## config.mk

```make
export PLATFORM = sky130hd
export DESIGN_NAME = adder_arbiter
export DESIGN_NICKNAME = d
export VERILOG_FILES = /design/src/rtl/adder_arbiter_pkg.sv /design/src/rtl/adder_arbiter_cla.sv /design/src/rtl/adder_arbiter.sv
export SDC_FILE = /design/constraint.sdc
export NUM_CORES = 1
export LEC_CHECK = 0
export CORE_ASPECT_RATIO = 1.4
export CORE_UTILIZATION = 40
export DETAILED_ROUTE_END_ITERATION = 12
export GPL_TIMING_DRIVEN = 1
export PLACE_DENSITY = 0.74
export SLEW_MARGIN = 30
export SYNTH_ARGS = -nofsm -noshare
export SYNTH_HDL_FRONTEND = slang
export SYNTH_HIERARCHICAL = 1
export SYNTH_SLANG_ARGS = --single-unit
```

## constraint.sdc

```tcl
create_clock -name clk -period 17.07 [get_ports clk]
set_clock_uncertainty 0.1 [all_clocks]
set_input_delay 3.414 -clock clk [delete_from_list [all_inputs] [get_ports clk]]
set_output_delay 3.414 -clock clk [all_outputs]
set_load 0.05 [all_outputs]
```

## src/rtl/adder_arbiter_pkg.sv

```systemverilog
// Shared types and constants for the two-requester adder arbiter.
package adder_arbiter_pkg;

  localparam int unsigned SLICE_W = 32;
  localparam int unsigned OP_W    = 64;
  localparam int unsigned NREQ    = 2;

  typedef enum logic [1:0] {
    IDLE,
    LO,
    HI,
    RESP
  } state_t;

  function automatic logic maj3(input logic x, input logic y, input logic z);
    return (x & y) | (x & z) | (y & z);
  endfunction

endpackage

```

## src/rtl/adder_arbiter_cla.sv

```systemverilog
// 32-bit carry-lookahead adder slice (sum only; carry-out derived by caller).
module cla
  import adder_arbiter_pkg::*;
(
  input  logic [SLICE_W-1:0] a,
  input  logic [SLICE_W-1:0] b,
  input  logic               cin,
  output logic [SLICE_W-1:0] sum
);

  logic [SLICE_W-1:0] gen;
  logic [SLICE_W-1:0] prop;
  logic [SLICE_W-1:0] carry;

  // Generate/propagate terms and carry chain into each bit position.
  always_comb begin
    gen      = a & b;
    prop     = a ^ b;
    carry    = '0;
    carry[0] = cin;
    for (int unsigned i = 0; i < SLICE_W - 1; i++) begin
      carry[i+1] = gen[i] | (prop[i] & carry[i]);
    end
    sum = prop ^ carry;
  end

endmodule

```

## src/rtl/adder_arbiter.sv

```systemverilog
// Round-robin arbiter sharing one 32-bit adder slice between two requesters;
// 64-bit operations take two passes (low then high slice).
module adder_arbiter
  import adder_arbiter_pkg::*;
(
  input  logic             clk,
  input  logic             rst,
  input  logic [NREQ-1:0]  req_valid,
  output logic [NREQ-1:0]  req_ready,
  input  logic [OP_W-1:0]  req_a0,
  input  logic [OP_W-1:0]  req_b0,
  input  logic [OP_W-1:0]  req_a1,
  input  logic [OP_W-1:0]  req_b1,
  input  logic [NREQ-1:0]  req_wide,
  input  logic [NREQ-1:0]  req_sub,
  output logic [NREQ-1:0]  rsp_valid,
  input  logic [NREQ-1:0]  rsp_ready,
  output logic [OP_W-1:0]  rsp_sum
);

  state_t              state, next_state;
  logic                ptr;
  logic                grant_id;
  logic                accept;

  logic [OP_W-1:0]     op_a, op_b;
  logic                op_wide, op_sub, op_id;
  logic [OP_W-1:0]     result;
  logic                carry;

  logic [SLICE_W-1:0]  slice_a, slice_b, slice_b_raw, slice_sum;
  logic                slice_cin;
  logic                lo_cout;

  // Grant selection: only in IDLE, pointer breaks ties when both are valid.
  always_comb begin
    req_ready = '0;
    grant_id  = 1'b0;
    if (state == IDLE) begin
      if (req_valid == 2'b11) begin
        grant_id = ptr;
      end else begin
        grant_id = req_valid[1];
      end
      if (|req_valid) begin
        req_ready[grant_id] = 1'b1;
      end
    end
  end

  assign accept = |(req_valid & req_ready);

  // Next-state decode for the two-pass add/sub sequence.
  always_comb begin
    next_state = state;
    case (state)
      IDLE:    if (accept) next_state = LO;
      LO:      next_state = op_wide ? HI : RESP;
      HI:      next_state = RESP;
      RESP:    if (rsp_ready[op_id]) next_state = IDLE;
      default: next_state = IDLE;
    endcase
  end

  // Slice operand mux: HI pass uses upper halves and the registered carry.
  always_comb begin
    slice_a     = (state == HI) ? op_a[OP_W-1:SLICE_W] : op_a[SLICE_W-1:0];
    slice_b_raw = (state == HI) ? op_b[OP_W-1:SLICE_W] : op_b[SLICE_W-1:0];
    slice_b     = op_sub ? ~slice_b_raw : slice_b_raw;
    slice_cin   = (state == HI) ? carry : op_sub;
    lo_cout     = maj3(slice_a[SLICE_W-1], slice_b[SLICE_W-1],
                       slice_sum[SLICE_W-1] ^ slice_a[SLICE_W-1] ^ slice_b[SLICE_W-1]);
  end

  cla u_cla (
    .a   (slice_a),
    .b   (slice_b),
    .cin (slice_cin),
    .sum (slice_sum)
  );

  // State, pointer, latched operands and result registers.
  always_ff @(posedge clk) begin
    if (rst) begin
      state   <= IDLE;
      ptr     <= 1'b0;
      result  <= '0;
      carry   <= 1'b0;
      op_a    <= '0;
      op_b    <= '0;
      op_wide <= 1'b0;
      op_sub  <= 1'b0;
      op_id   <= 1'b0;
    end else begin
      state <= next_state;
      if (accept) begin
        ptr     <= ~grant_id;
        op_a    <= grant_id ? req_a1 : req_a0;
        op_b    <= grant_id ? req_b1 : req_b0;
        op_wide <= req_wide[grant_id];
        op_sub  <= req_sub[grant_id];
        op_id   <= grant_id;
      end
      if (state == LO) begin
        result[SLICE_W-1:0] <= slice_sum;
        carry               <= lo_cout;
        if (!op_wide) begin
          result[OP_W-1:SLICE_W] <= '0;
        end
      end
      if (state == HI) begin
        result[OP_W-1:SLICE_W] <= slice_sum;
      end
    end
  end

  assign rsp_valid = (state == RESP) ? (op_id ? 2'b10 : 2'b01) : 2'b00;
  assign rsp_sum   = result;

endmodule

```

==> results.cfg <==
[run_status]
status = completed

[placed_design]
gp_congestion = 0.834
hpwlAfterDp_mm = 20.7
port-buffer-count = 333

[die]
die_w_um = 129
fp.dieH_um = 180
core_area_um2 = 22000
die_area_um2 = 23300
io_pins = 334
start_util = 0.412
core.rowCount = 64

[setup_path]
path_max_fanout = 23
crit_start = state[0]
rrSetupSlack_ns = 2.44
rr_endpoint = carry
path_depth = 40
critPathKind = reg -> reg
cp.required_ns = 17.30
critPathTopFamily = adder cells
path_common_cell = fa_1
worstSetupStartpointType = flop
crit_end = carry
cp_num_buf_inv = 4
r2r_cells = 40
cp-end-kind = flop
reg2reg_from = state[0]
arrival_ns = 14.87
max_stage_delay_ns = 0.43
worst_path_max_delay_cell = ha_4

[clocking]
cts_sinks = 199
cts.clk_slew.worst_paths_ns = 0.06
numCtsBuffers = 17
h-tree-depth = 4
clock_latency_ns = 0.44
cts_resized = 0
cts-root-buf = clkbuf_16
hold_buffers = 0
cts_setup_buffers = 0
cts_buffer_depth = 2
cts_tree = built

[logic_synthesis]
syn_area_um2 = 9070
yosysWarnings = 6
synth_top_area_frac = 0.439
synthTopCellsByArea = dfxtp_1 (44%), a222oi_1 (12%), nor2_1 (8.2%)
synth-edff-count = 0
synth-seq-area-share = 0.439
syn_area_per_cell_um2 = 10.4
synth_area_leader_cell = dfxtp_1
netlist_top_cells_count = dfxtp_1 (199), nor2_1 (199), a222oi_1 (105)
synth_nets = 1175
async_flop_share = 0
synth_seq_cells = 199
syn_inst = 874
synthFlopType = dfxtp_1
ys_types = 28

[sta]
fmaxAchievable_ghz = 0.0683
post-route-min-period_ns = 14.63
slew_headroom = 0.353
maxSlewViolCount = 0
rsz0062_at_grt = false
tns_ns = 0
worstMarginPinSlew_ns = 0.966
hold_viol = 0
setup_viol = 0
finalCritPeriodShare = 0.857

[drt]
wl_met1_mm = 12.2
dr.max_layer_used = met4
vias = 8278
drt-total-wl_mm = 29.5
dr.pass1.iters = 9
met2_length_mm = 14.4
drt_iter0_drc = 885
wl_met3_mm = 1.82
drc = 0
vias_per_cell = 5.69
ant_nets = 0
routedWlPerCell_um = 20.3

[power]
powerDensity_nw_per_um2 = 167
irDropWorstVdd_v = 0.0000929
leakagePower_nw = 4.84

[global_route]
grt_pass1_wl_mm = 44.8
grt_pass1_vias = 8133
grt_usage = 0.252
grt_max_degree = 135
grt-ovfl-total = 0
antenna_found_initial = 1

[final_layout]
layout-drive-gt1-share = 0.0717
num-nets-final = 1447
fin_util = 0.594
area_growth_pct = 44.3

[run]
max_cap_viol_count = 0

[min_path]
hold_path.class = reg -> reg
[registers in the layout, indices dropped and copies added, names as in the netlist]
name and count:
rsp_sum 64, carry 1, op_b 64, state 2, op_a 64, op_sub 1
op_wide 1, op_id 1, ptr 1
[cells by family (layout without fill, tap and decap cells)]
kind of cell	count (synthesis)	count (layout)	synth area share
AO/OA/AOI/OAI	198	198	0.199
XOR/XNOR	33	33	0.0335
adder cells (fa/ha/maj)	35	35	0.0740
buffers and inverters	102	385	0.0527
flip-flops	199	199	0.439
multiplexers	99	99	0.114
other	0	1	0
AND/OR/NAND/NOR	208	208	0.0878
[metal layers]
layer / global-route usage / vias to the layer above
li1: - / 3836
met1: 0.317 / 4034
met2: 0.416 / 354
met3: 0.0445 / 54
met4: 0.116 / 0
met5: 0 / -
[worst min path at each step]
| stage | end | slack [ns] | startpoint | depth (start not counted) |
|---|---|---|---|---|
| floorplan | op_a[32] | 0.36 | op_a[32] | 2 |
| global placement | rsp_sum[16] | 0.37 | rsp_sum[16] | 2 |
| detailed placement | rsp_sum[19] | 0.38 | rsp_sum[19] | 2 |
| CTS | rsp_sum[19] | 0.40 | rsp_sum[19] | 2 |
| global route | rsp_sum[2] | 0.41 | rsp_sum[2] | 2 |
| finish | rsp_sum[19] | 0.39 | rsp_sum[19] | 2 |
[tightest hold or removal path: stages (launching register included)]
cell and delay, ns:
dfxtp_1 0.33, mux2i_1 0.06, nor2_1 0.07
[cell usage in the layout (no fill, tap or decap), drive strengths merged, types with 4 or more instances in the layout]
cell type      synthesis  routed
a32o                  25      25
mux2i                 66      66
xnor2                 32      32
ha                     4       4
mux2                  33      33
clkbuf                53      22
buf                   40      13
a222oi               105     105
dfxtp                199     199
nor2                 199     199
inv                    9      12
clkdlybuf4s50          0     332
fa                    31      31
a22oi                 58      58
[power by group]
group	switching (W)	total [W]	internal, W
Combinational	0.000664	0.00112	0.000451
Sequential	0.0000687	0.000654	0.000586
Clock	0.000180	0.000419	0.000239
Total	0.000913	0.00219	0.00128
[layout make-up]
| type | count | area [um2] |
|---|---|---|
| Fill cell | 1857 | 8940 |
| Inverter | 9 | 33.8 |
| Multi-Input combinational cell | 573 | 4650 |
| Clock buffer | 21 | 460 |
| Timing Repair Buffer | 346 | 3440 |
| Sequential cell | 199 | 3990 |
| Clock inverter | 9 | 140 |
| Antenna cell | 1 | 2.50 |
| Tap cell | 297 | 372 |
[through the flow]
stage / area, um2 / instances / hold slack [ns] / setup WS [ns] / total power, W
floorplan: 9070 / 874 / 0.358 / 3.03 / 0.00144
global placement: 12500 / 1424 / 0.371 / 2.65 / 0.00176
detailed placement: 12500 / 1424 / 0.381 / 2.50 / 0.00178
CTS: 13100 / 1454 / 0.400 / 2.46 / 0.00220
global route: 13100 / 1455 / 0.410 / 1.97 / 0.00232
finish: 13100 / 1455 / 0.393 / 2.44 / 0.00219
No activity file was read; power rests on OpenSTA's default activity.
